## src/rtl/mem_wb_stage.sv

```systemverilog
// Memory/writeback stage: retires ALU/SLT results to the register file, runs
// LD/ST request/grant/response transactions, and holds the {V,C,N,Z} status.

package mem_wb_pkg;

  // Shared ISA opcode encodings (7-bit)
  localparam logic [6:0] OP_NOP  = 7'h00;
  localparam logic [6:0] OP_ADD  = 7'h02;
  localparam logic [6:0] OP_SUB  = 7'h05;
  localparam logic [6:0] OP_AND  = 7'h08;
  localparam logic [6:0] OP_OR   = 7'h09;
  localparam logic [6:0] OP_XOR  = 7'h0A;
  localparam logic [6:0] OP_NOT  = 7'h0B;
  localparam logic [6:0] OP_MOVB = 7'h0C;
  localparam logic [6:0] OP_LSR  = 7'h0D;
  localparam logic [6:0] OP_LSL  = 7'h0E;
  localparam logic [6:0] OP_LD   = 7'h10;
  localparam logic [6:0] OP_ST   = 7'h20;
  localparam logic [6:0] OP_MOVA = 7'h40;
  localparam logic [6:0] OP_ADI  = 7'h42;
  localparam logic [6:0] OP_SBI  = 7'h45;
  localparam logic [6:0] OP_ANI  = 7'h48;
  localparam logic [6:0] OP_ORI  = 7'h49;
  localparam logic [6:0] OP_XRI  = 7'h4A;
  localparam logic [6:0] OP_AIU  = 7'h52;
  localparam logic [6:0] OP_SIU  = 7'h55;
  localparam logic [6:0] OP_BZ   = 7'h60;
  localparam logic [6:0] OP_BNZ  = 7'h61;
  localparam logic [6:0] OP_SLT  = 7'h65;
  localparam logic [6:0] OP_JMP  = 7'h70;
  localparam logic [6:0] OP_JML  = 7'h71;
  localparam logic [6:0] OP_JMR  = 7'h72;

  // Bit positions inside the {V, C, N, Z} flag vector
  localparam int FLAG_V = 3;
  localparam int FLAG_N = 1;

  typedef enum logic [2:0] {
    CLS_NONE,
    CLS_ALU,
    CLS_SLT,
    CLS_LD,
    CLS_ST
  } op_class_e;

  function automatic op_class_e classify(input logic [6:0] opcode);
    op_class_e cls;
    case (opcode)
      OP_MOVA, OP_MOVB, OP_ADD, OP_SUB, OP_AND, OP_OR, OP_XOR, OP_NOT,
      OP_ADI, OP_SBI, OP_ANI, OP_ORI, OP_XRI, OP_AIU, OP_SIU,
      OP_LSL, OP_LSR:                                  cls = CLS_ALU;
      OP_SLT:                                          cls = CLS_SLT;
      OP_LD:                                           cls = CLS_LD;
      OP_ST:                                           cls = CLS_ST;
      OP_NOP, OP_BZ, OP_BNZ, OP_JMP, OP_JML, OP_JMR:   cls = CLS_NONE;
      default:                                         cls = CLS_NONE;
    endcase
    return cls;
  endfunction

endpackage

module mem_wb_stage
  import mem_wb_pkg::*;
#(
  parameter int DATA_W = 32,
  parameter int REG_AW = 5
) (
  input  logic              clk,
  input  logic              rst_n,
  input  logic              in_valid,
  output logic              in_ready,
  input  logic [6:0]        in_opcode,
  input  logic [DATA_W-1:0] in_fout,
  input  logic [3:0]        in_flags,
  input  logic [DATA_W-1:0] in_addr,
  input  logic [DATA_W-1:0] in_sdata,
  input  logic [REG_AW-1:0] in_dr,
  output logic              mem_req,
  output logic              mem_we,
  output logic [DATA_W-1:0] mem_addr,
  output logic [DATA_W-1:0] mem_wdata,
  input  logic              mem_gnt,
  input  logic              mem_rvalid,
  input  logic [DATA_W-1:0] mem_rdata,
  output logic              wb_en,
  output logic [REG_AW-1:0] wb_addr,
  output logic [DATA_W-1:0] wb_data,
  output logic [3:0]        status
);

  typedef enum logic [1:0] {
    S_IDLE,
    S_REQ,
    S_WAIT
  } state_e;

  state_e              state_q,     state_d;
  logic                mem_req_q,   mem_req_d;
  logic                mem_we_q,    mem_we_d;
  logic [DATA_W-1:0]   mem_addr_q,  mem_addr_d;
  logic [DATA_W-1:0]   mem_wdata_q, mem_wdata_d;
  logic [REG_AW-1:0]   dr_q,        dr_d;
  logic                wb_en_q,     wb_en_d;
  logic [REG_AW-1:0]   wb_addr_q,   wb_addr_d;
  logic [DATA_W-1:0]   wb_data_q,   wb_data_d;
  logic [3:0]          status_q,    status_d;

  op_class_e           in_class;
  logic                accept;
  logic                slt_bit;

  assign in_ready = (state_q == S_IDLE);
  assign accept   = in_valid && in_ready;
  assign in_class = classify(in_opcode);
  assign slt_bit  = in_flags[FLAG_N] ^ in_flags[FLAG_V];

  always_comb begin
    // NOTE: every variable gets a default before any branch, so no path
    // leaves one unassigned and no latch is inferred.
    state_d     = state_q;
    mem_req_d   = mem_req_q;
    mem_we_d    = mem_we_q;
    mem_addr_d  = mem_addr_q;
    mem_wdata_d = mem_wdata_q;
    dr_d        = dr_q;
    wb_en_d     = 1'b0;
    wb_addr_d   = wb_addr_q;
    wb_data_d   = wb_data_q;
    status_d    = status_q;

    case (state_q)
      S_IDLE: begin
        if (accept) begin
          case (in_class)
            CLS_ALU: begin
              status_d = in_flags;
              // R0 is hardwired zero, so its writes are dropped
              if (in_dr != '0) begin
                wb_en_d   = 1'b1;
                wb_addr_d = in_dr;
                wb_data_d = in_fout;
              end
            end
            CLS_SLT: begin
              status_d = in_flags;
              if (in_dr != '0) begin
                wb_en_d   = 1'b1;
                wb_addr_d = in_dr;
                wb_data_d = {{(DATA_W-1){1'b0}}, slt_bit};
              end
            end
            CLS_LD, CLS_ST: begin
              mem_req_d   = 1'b1;
              mem_we_d    = (in_class == CLS_ST);
              mem_addr_d  = in_addr;
              mem_wdata_d = in_sdata;
              dr_d        = in_dr;
              state_d     = S_REQ;
            end
            default: ;
          endcase
        end
      end

      S_REQ: begin
        // Request fields stay frozen until the grant; rvalid before it is ignored
        if (mem_gnt) begin
          mem_req_d = 1'b0;
          if (mem_we_q) begin
            state_d = S_IDLE;
          end else if (mem_rvalid) begin
            wb_en_d   = (dr_q != '0);
            wb_addr_d = (dr_q != '0) ? dr_q : wb_addr_q;
            wb_data_d = (dr_q != '0) ? mem_rdata : wb_data_q;
            state_d   = S_IDLE;
          end else begin
            state_d = S_WAIT;
          end
        end
      end

      S_WAIT: begin
        if (mem_rvalid) begin
          wb_en_d   = (dr_q != '0);
          wb_addr_d = (dr_q != '0) ? dr_q : wb_addr_q;
          wb_data_d = (dr_q != '0) ? mem_rdata : wb_data_q;
          state_d   = S_IDLE;
        end
      end

      default: begin
        state_d   = S_IDLE;
        mem_req_d = 1'b0;
      end
    endcase
  end

  always_ff @(posedge clk or negedge rst_n) begin
    if (!rst_n) begin
      state_q     <= S_IDLE;
      mem_req_q   <= 1'b0;
      mem_we_q    <= 1'b0;
      mem_addr_q  <= '0;
      mem_wdata_q <= '0;
      dr_q        <= '0;
      wb_en_q     <= 1'b0;
      wb_addr_q   <= '0;
      wb_data_q   <= '0;
      status_q    <= '0;
    end else begin
      // NOTE: non-blocking assignments so every flop samples the pre-edge
      // value of its _d input regardless of statement order.
      state_q     <= state_d;
      mem_req_q   <= mem_req_d;
      mem_we_q    <= mem_we_d;
      mem_addr_q  <= mem_addr_d;
      mem_wdata_q <= mem_wdata_d;
      dr_q        <= dr_d;
      wb_en_q     <= wb_en_d;
      wb_addr_q   <= wb_addr_d;
      wb_data_q   <= wb_data_d;
      status_q    <= status_d;
    end
  end

  assign mem_req   = mem_req_q;
  assign mem_we    = mem_we_q;
  assign mem_addr  = mem_addr_q;
  assign mem_wdata = mem_wdata_q;
  assign wb_en     = wb_en_q;
  assign wb_addr   = wb_addr_q;
  assign wb_data   = wb_data_q;
  assign status    = status_q;

endmodule
```

## config.mk

```make
export PLATFORM = sky130hd
export DESIGN_NAME = mem_wb_stage
export DESIGN_NICKNAME = d
export VERILOG_FILES = /design/src/rtl/mem_wb_stage.sv
export SDC_FILE = /design/constraint.sdc
export NUM_CORES = 1
export LEC_CHECK = 0
export BUFFER_PORTS_ARGS = -buffer_cell sky130_fd_sc_hd__buf_2
export CORE_MARGIN = 2
export CORE_UTILIZATION = 40
export CTS_CLUSTER_DIAMETER = 30
export CTS_CLUSTER_SIZE = 10
export DETAILED_ROUTE_END_ITERATION = 7
export PLACE_DENSITY = 0.67
export SYNTH_ARGS = -nofsm -noshare
export SYNTH_HDL_FRONTEND = slang
export SYNTH_SLANG_ARGS = --single-unit
```

## constraint.sdc

```tcl
create_clock -name clk -period 2.45 [get_ports clk]
set_clock_uncertainty 0.2 [all_clocks]
set_input_delay 0.49 -clock clk [delete_from_list [all_inputs] [get_ports clk]]
set_output_delay 0.49 -clock clk [all_outputs]
set_load 0.02 [all_outputs]
```

==> metrics.txt, run 1 <==
status=completed; CTS tree=done; Syn Inst Count=410; CTS root buf=clkbuf_16; H-Tree Depth=4; post-synthesis cell type count=36; VDD IR max=0.000539 V; clk buf depth=2; slew margin rel.=0.675; Post-synth top flop=dfrtp_1; DRT Pass-1 Iters=4; worst hold-check path type=in2reg; Final GP Congestion=0.857; Final Hold Fails=0; cts hold-fix bufs=1; CP startpoint kind=flop; f_max=0.434 GHz; CP required=2.53 ns; Async S/R FF share, synth=1.00; Syn. warnings=0; dpl hpwl=9970 microns; Layout Nets=831; DR DRC count=0; syn avg cell area=12.8 sq um; share of post-route cells with drive strength above 1=0.611; Syn Nets=563; Mapped Area=0.00524 sq mm; Placeable Area=0.0127 sq mm; Starting Density=0.412; total congestion overflow=0; clock-pin slew on the worst setup and hold paths=0.05 ns; register area share after synthesis=0.549; row cnt=41; flops & latches, synth=115; drt wl/cell=15.6 microns; unrepaired setup endpoints after global routing=false; fin util=0.575; Synth area leader=dfrtp_1; P_leak=3.92 nW; remaining antenna violation count=0; global-route wire length before repair=21,500 microns; Synth top area share=0.549; Total Wirelength=13,400 microns; synth cell count leaders=115 x dfrtp_1, 85 x mux2_2, 70 x nand2_1, 37 x o21ai_0, 30 x mux2_4; CTS Buf Count=17; Power Density=998 mW/mm^2; vias in the first global route=4,335; Post-synth EDFFs=0; CP endpoint kind=flop; IO buf count=257; antenna violations before repair=1; total vias in the final route=4,178; Slew Limit Fails=0; total track usage=0.195; Crit Path Max Fanout=30; Final Cycle Share=0.941; routed vias/inst=4.86; CTS sink cnt=115; Iteration-0 DRC Markers=137; Clock Latency Late Sink=0.41 ns; Crit Path Class=reg2reg; endpoints failing setup=0; max_cap viols=0; Area Overhead vs Synth=39.6%; CP arrival=2.39 ns; Final WS setup=0.144 ns; Resized Gates After CTS=0; Slew @ Worst Pin=0.481 ns; Setup Fix Bufs, Post-CTS=0; io pins=258; count leader, synth=dfrtp_1; Min Clock Period, post-route=2.31 ns; Die X=118 microns; Placement Cell Area=0.00677 sq mm; Die Footprint=0.0140 sq mm; Post-Place Cells=830; ranking of synthesized cells by area=dfrtp_1 55%, mux2_2 18%, mux2_4 8.6%; largest net degree at the start of global routing=70; Die Height=118 microns; Final Instance Count excl. Fillers=860; final instance area=0.00731 sq mm; Setup WS pre-CTS=-0.138 ns
==> routing by layer <==
metal / GRT usage / vias to the layer above / part of all wire
met3: 0.0734 / 23 / 0.098
met2: 0.320 / 235 / 0.47
li1: - / 1964 / -
met5: 0 / - / 0
met1: 0.230 / 1956 / 0.41
met4: 0.0841 / 0 / 0.022
==> kinds of logic after synthesis <==
| kind of cell | count (synthesis) | synth area share |
|---|---|---|
| mux | 115 | 0.269 |
| flops | 115 | 0.549 |
| simple gates | 93 | 0.0783 |
| compound gates | 54 | 0.0631 |
| buf+inv | 27 | 0.0277 |
| fa+ha+maj | 4 | 0.00955 |
| xor+xnor | 2 | 0.00334 |
==> worst max-delay path: stages, from the launching register on <==
cell and delay (ns):
dfrtp_1 0.38, or4_1 0.54, o21ai_0 0.24, nand2_1 0.09, nand3_1 0.14, a31oi_4 0.06
buf_12 0.20, mux2_4 0.32
==> power breakdown <==
group	internal, mW	total (mW)	switching [mW]
Sequential	2.41	2.69	0.284
Clock	1.44	2.24	0.805
Combinational	1.08	2.36	1.28
Total	4.93	7.30	2.37
==> final cells by class <==
| class | count | area (sq um) |
|---|---|---|
| Timing Repair Buffer | 271 | 1450 |
| Inverter | 5 | 18.8 |
| Fill cell | 1090 | 5410 |
| Multi-Input combinational cell | 268 | 2220 |
| Antenna cell | 1 | 2.50 |
| Clock inverter | 6 | 57.6 |
| Tap cell | 172 | 215 |
| Sequential cell | 115 | 2880 |
| Clock buffer | 22 | 474 |
==> per-stage QoR <==
step | total power, mW | TNS (ns) | hold slack (ns)
final | 7.30 | 0 | 0.102
after detailed placement | 5.08 | -9.97 | 0.275
after CTS | 7.38 | 0 | 0.0889
after floorplan | 4.19 | 0 | -0.00559
after global routing | 7.67 | 0 | 0.0914
after global placement | 5.04 | -6.50 | 0.264
==> layout by cell type (no fill, tap or decap), drive strengths merged <==
| master | Yosys | routed |
|---|---|---|
| buf | 11 | 270 |
| dfrtp | 115 | 115 |
| mux2 | 115 | 115 |
| nand2 | 70 | 70 |
| o21ai | 38 | 38 |
| clkbuf | 11 | 22 |
| nor2 | 8 | 8 |
| inv | 5 | 5 |
| clkinv | 0 | 4 |
| ha | 4 | 4 |
| nor2b | 3 | 3 |
| a21oi | 3 | 3 |
| nor4b | 3 | 3 |
| or4 | 2 | 2 |
| o21bai | 2 | 2 |
| nand3 | 2 | 2 |
| o22ai | 2 | 2 |
| a31oi | 2 | 2 |
| a21o | 2 | 2 |
| diode | 0 | 1 |
| and3b | 1 | 1 |
| nand4 | 1 | 1 |
| a21boi | 1 | 1 |
| nor3b | 1 | 1 |
| and4bb | 1 | 1 |
| a221oi | 1 | 1 |
| o32ai | 1 | 1 |
| xnor2 | 1 | 1 |
| xor2 | 1 | 1 |
| o41ai | 1 | 1 |
| nor3 | 1 | 1 |
| o32a | 1 | 1 |
| bufinv | 0 | 1 |
| clkinvlp | 0 | 1 |
| dlygate4sd3 | 0 | 1 |
==> sequential cells by signal, indices dropped and copies added, names as in the netlist <==
name	cells
mem_we	1
state_q	2
wb_data	32
mem_wdata	32
wb_en	1
status	4
dr_q	5
mem_req	1
wb_addr	5
mem_addr	32
==> worst paths after layout <==
kind,from,end,slack (ns),depth (start not counted)
worst max-delay path,dr_q[0]$_DFFE_PN0P_,wb_data[31]$_DFFE_PN0P_,0.14,7
worst min-delay path,in_addr[28],mem_addr[28]$_DFFE_PN0P_,0.10,2
worst max register to register,dr_q[0]$_DFFE_PN0P_,wb_data[31]$_DFFE_PN0P_,0.14,7
worst min register to register,status[0]$_DFFE_PN0P_,status[0]$_DFFE_PN0P_,0.30,1
max in group asynchronous,rst_n,mem_wdata[11]$_DFFE_PN0P_,0.96,3
min in group asynchronous,rst_n,wb_data[12]$_DFFE_PN0P_,0.38,2
Power figures use the tool's default switching activity.
==> run 2, diff against run 1 <==
Settings changed: CORE_UTILIZATION 40 to 39, PLACE_DENSITY 0.67 to 0.66.
==> run 2 against run 1 <==
Compared with the run above:
- global-route usage is 0.31 points lower
- clock power is 20% higher
- non-clock buffer count stayed put
- clock-buffer cell count is 3 higher
- sequential share of layout area is 0.84 points lower
- design area is 2.2% higher
- critical endpoint is now wb_data[23]$_DFFE_PN0P_
- largest cell class unchanged
==> metrics.txt, run 2 (synthesis gave the netlist of run 1 again) <==
met3 WL=1330 microns; total vias in the final route=4,167; vias in the first global route=4,314; total track usage=0.192; Iteration-0 DRC Markers=142; CTS tree=done; share of post-route cells with drive strength above 1=0.612; max_cap viols=0; DR DRC count=0; Setup Fix Bufs, Post-CTS=0; Slew Limit Fails=0; Placeable Area=0.0132 sq mm; met2 routed WL=6330 microns; fin util=0.567; Slew @ Worst Pin=0.452 ns; CTS Buf Count=17; VDD IR max=0.000623 V; status=completed; f_max=0.438 GHz; dpl hpwl=9860 microns; Die X=120 microns; total congestion overflow=0; slew margin rel.=0.694; Final GP Congestion=0.771; largest net degree at the start of global routing=70; most frequent cells in the layout=256 x buf_2, 115 x dfrtp_1, 85 x mux2_2; row cnt=42; drt wl/cell=15.3 microns; H-Tree Depth=4; Crit Path Class=reg2reg; Min Clock Period, post-route=2.28 ns; DRT Pass-1 Iters=4; remaining antenna violation count=0; io pins=258; P_leak=3.99 nW; CP startpoint kind=flop; Final Cycle Share=0.932; antenna violations before repair=1; commonest non-fill, non-tap cell in the layout=buf_2; Final Hold Fails=0; routed vias/inst=4.80; endpoints failing setup=0; clock-pin slew on the worst setup and hold paths=0.06 ns; unrepaired setup endpoints after global routing=false; Layout Nets=831; CP required=2.54 ns; Placement Cell Area=0.00681 sq mm; Total Wirelength=13,300 microns; Clock Latency Late Sink=0.41 ns; clk buf depth=2; global-route wire length before repair=21,400 microns; IO buf count=257; Die Height=120 microns; worst hold slack=0.104 ns; CP arrival=2.37 ns; Met1 Routed Length=5320 microns; Crit Path Max Fanout=25; worst hold-check path type=in2reg; Die Footprint=0.0144 sq mm; final instance area=0.00747 sq mm; CTS sink cnt=115; uppermost layer routed=met4; Area Overhead vs Synth=42.7%; Starting Density=0.397; CTS root buf=clkbuf_16; Power Density=1030 mW/mm^2; total power draw=7.71 mW; CP endpoint kind=flop
==> run 2: power breakdown <==
part           switching, mW  total, mW  internal, mW
Sequential             0.269       2.68          2.41
Clock                  0.841       2.68          1.84
Combinational           1.26       2.35          1.09
==> run 2: final cells by class <==
class | count | area [sq um]
antenna | 1 | 2.50
clock buffer | 25 | 505
clock inverter | 7 | 144
fill | 1133 | 5720
inverter | 5 | 18.8
multi-input combinational | 268 | 2220
sequential | 115 | 2880
tap | 176 | 220
timing repair buffer | 271 | 1480
==> run 2: worst paths after layout <==
| check | start | endpoint | slack, ns | cells past startpoint |
|---|---|---|---|---|
| setup / recovery | dr_q[0]$_DFFE_PN0P_ | wb_data[23]$_DFFE_PN0P_ | 0.17 | 7 |
| hold reg to reg | mem_req$_DFFE_PN0P_ | mem_req$_DFFE_PN0P_ | 0.29 | 1 |
| setup reg to reg | dr_q[0]$_DFFE_PN0P_ | wb_data[23]$_DFFE_PN0P_ | 0.17 | 7 |
| hold / removal | in_sdata[26] | mem_wdata[26]$_DFFE_PN0P_ | 0.10 | 2 |
| min in group asynchronous | rst_n | wb_data[31]$_DFFE_PN0P_ | 0.46 | 3 |
| max in group asynchronous | rst_n | wb_data[16]$_DFFE_PN0P_ | 1.32 | 3 |
==> run 2: repair_timing <==
item                                   CTS  global route
endpoints found under the hold margin  115             0
hold buffers                             1             0
resized for setup                        0             0
==> run 2: critical path, cell delays in order (launching register included) <==
cell and delay, ns:
dfrtp_1 0.38, or4_1 0.53, o21ai_0 0.24, nand2_1 0.09
nand3_1 0.14, a31oi_4 0.07, buf_12 0.20, mux2_4 0.31
==> run 2: per-stage QoR <==
stage | setup WS [ns] | setup TNS [ns] | std cells
floorplan | 0.00775 | 0 | 410
global placement | -0.0637 | -4.22 | 834
detailed placement | -0.130 | -7.25 | 834
CTS | 0.159 | 0 | 867
global route | 0.0875 | 0 | 867
finish | 0.167 | 0 | 868
==> run 2: per-layer routing <==
metal | vias to the layer above | track usage
li1 | 1971 | -
met1 | 1970 | 0.219
met2 | 209 | 0.319
met3 | 17 | 0.0789
met4 | 0 | 0.0801
met5 | - | 0
==> run 3, diff against run 2 <==
Settings changed: GPL_TIMING_DRIVEN set to 0.
==> run 3 against run 2 <==
Compared with the run above:
- critical path depth is the same
- total power grew 0.49%
- clock power is essentially flat
- wire length grew 4.9%
- highest routed layer unchanged
==> metrics.txt, run 3 (synthesis gave the netlist of run 1 again) <==
io pins=258; flop-to-flop setup slack=0.15 ns; Crit Path Class=in2reg; share of post-route cells with drive strength above 1=0.609; Layout Nets=842; HP Start=in_addr[8]; CTS tree=done; CP arrival=2.42 ns; Final Hold Fails=0; Slew @ Worst Pin=0.691 ns; Placement Cell Area=0.00677 sq mm; CTS root buf=clkbuf_16; total track usage=0.201; worst hold-check path type=in2reg; CP startpoint kind=input pin; Final GP Congestion=0.846; Die Footprint=0.0144 sq mm; total vias in the final route=4,175; dpl hpwl=10,600 microns; Internal=5.36 mW; Placeable Area=0.0132 sq mm; drt wl/cell=15.9 microns; Die X=120 microns; DR DRC count=0; total congestion overflow=0; IO buf count=256; switching share of total power=0.308; Seq pwr share=0.345; combinational power share=0.310; met2 routed WL=6780 microns; clk buf depth=2; antenna violations before repair=1; remaining antenna violation count=0; r2r worst-path depth=8; Total Wirelength=13,900 microns; worst hold slack=0.108 ns; CP endpoint kind=flop; Final Cycle Share=0.953; unrepaired setup endpoints after global routing=false; slew margin rel.=0.539; P_leak=3.98 nW; met3 WL=1340 microns; H-Tree Depth=4; Hold Path End=mem_addr[8]$_DFFE_PN0P_; total power draw=7.75 mW; row cnt=42; routed vias/inst=4.76; global-route wire length before repair=22,100 microns; Power Density=1040 mW/mm^2; DRT Pass-1 Iters=4; endpoints failing setup=0; Clock Latency Late Sink=0.41 ns; vias in the first global route=4,498; CP max stage delay=0.49 ns; CTS Buf Count=17; slowest CP cell=nand4_1; Starting Density=0.397; Met1 Routed Length=5540 microns; f_max=0.428 GHz; VDD IR max=0.000550 V; uppermost layer routed=met4; most frequent cells in the layout=264 x buf_2, 115 x dfrtp_1, 85 x mux2_2; status=completed; Net Switching=2.39 mW; Crit Path Max Fanout=10; clock-pin slew on the worst setup and hold paths=0.05 ns; Min Clock Period, post-route=2.34 ns; worst r2r src=dr_q[0]$_DFFE_PN0P_; Area Overhead vs Synth=42.6%; CP Cell Sequence=buf_2 -> and3b_2 -> nand4_1 -> a31oi_4 -> buf_12 -> buf_8 -> mux2_4; Worst Hold Depth=2; Iteration-0 DRC Markers=115; CP required=2.54 ns; CTS sink cnt=115; commonest non-fill, non-tap cell in the layout=buf_2; worst reg2reg path endpoint=wb_data[4]$_DFFE_PN0P_; Clk pwr share=0.345; final instance area=0.00747 sq mm; largest net degree at the start of global routing=66; Die Height=120 microns; max_cap viols=0; Slew Limit Fails=0
==> run 3: cell count changes in the layout (fill, tap and decap cells not counted), sizes merged <==
cell,change
bufinv,+1
buf,+2
clkinvlp,+1
clkbuf,+6
==> run 3: worst max path at each step <==
stage / from / to / slack (ns) / cells past startpoint
floorplan: in_opcode[4] / wb_addr[0]$_DFFE_PN0P_ / 0.008 / 8
global placement: rst_n / mem_addr[20]$_DFFE_PN0P_ / -0.66 / 1
detailed placement: in_opcode[4] / wb_data[29]$_DFFE_PN0P_ / -0.51 / 6
CTS: state_q[0]$_DFFE_PN0P_ / wb_data[16]$_DFFE_PN0P_ / 0.002 / 7
global route: state_q[0]$_DFFE_PN0P_ / wb_data[4]$_DFFE_PN0P_ / 0.03 / 8
finish: in_opcode[4] / wb_data[4]$_DFFE_PN0P_ / 0.11 / 7
==> run 3: power groups by stage <==
stage | Sequential (mW) | Combinational [mW] | Clock (mW)
4_1_cts | 2.67 | 2.42 | 2.74
2_1_floorplan | 3.29 | 0.891 | 0
5_1_grt | 2.73 | 2.57 | 2.85
3_5_place_dp | 2.69 | 2.38 | 0
3_3_place_gp | 2.66 | 2.36 | 0
6_report | 2.67 | 2.40 | 2.67
==> run 3: timing repair <==
action	in CTS	in global routing
hold endpoints to repair	50	0
buffers inserted	3	0
hold buffers	1	0
setup endpoints to repair	35	106
cloned	0	0
pin swaps	0	0
gates resized for setup	4	4
==> run 3: cell type report <==
cell class | count | area [sq um]
antenna | 1 | 2.50
buffer | 21 | 128
clock buffer | 22 | 464
clock inverter | 9 | 178
fill | 1135 | 5720
inverter | 5 | 18.8
multi-input combinational | 268 | 2220
sequential | 115 | 2880
tap | 176 | 220
timing repair buffer | 261 | 1360
==> run 3: through the flow <==
step           setup WS, ns   util  instances  TNS (ns)
2_1_floorplan       0.00775      -        410         0
3_3_place_gp         -0.661  0.511        842   -110.18
3_5_place_dp         -0.507  0.513        843    -40.76
4_1_cts             0.00215  0.566        878         0
5_1_grt              0.0311  0.566        877         0
6_report              0.115  0.566        878         0
==> run 3: routing by layer <==
layer,track usage,vias up
met5,0,-
met3,0.0756,18
met2,0.337,202
met4,0.0868,0
li1,-,1990
met1,0.227,1965
==> run 3: critical path, delay by kind of cell <==
family | cells | cell delay, ns
AO/OA/AOI/OAI | 1 | 0.39
buffers and inverters | 3 | 0.46
multiplexers | 1 | 0.31
AND/OR/NAND/NOR | 2 | 0.74
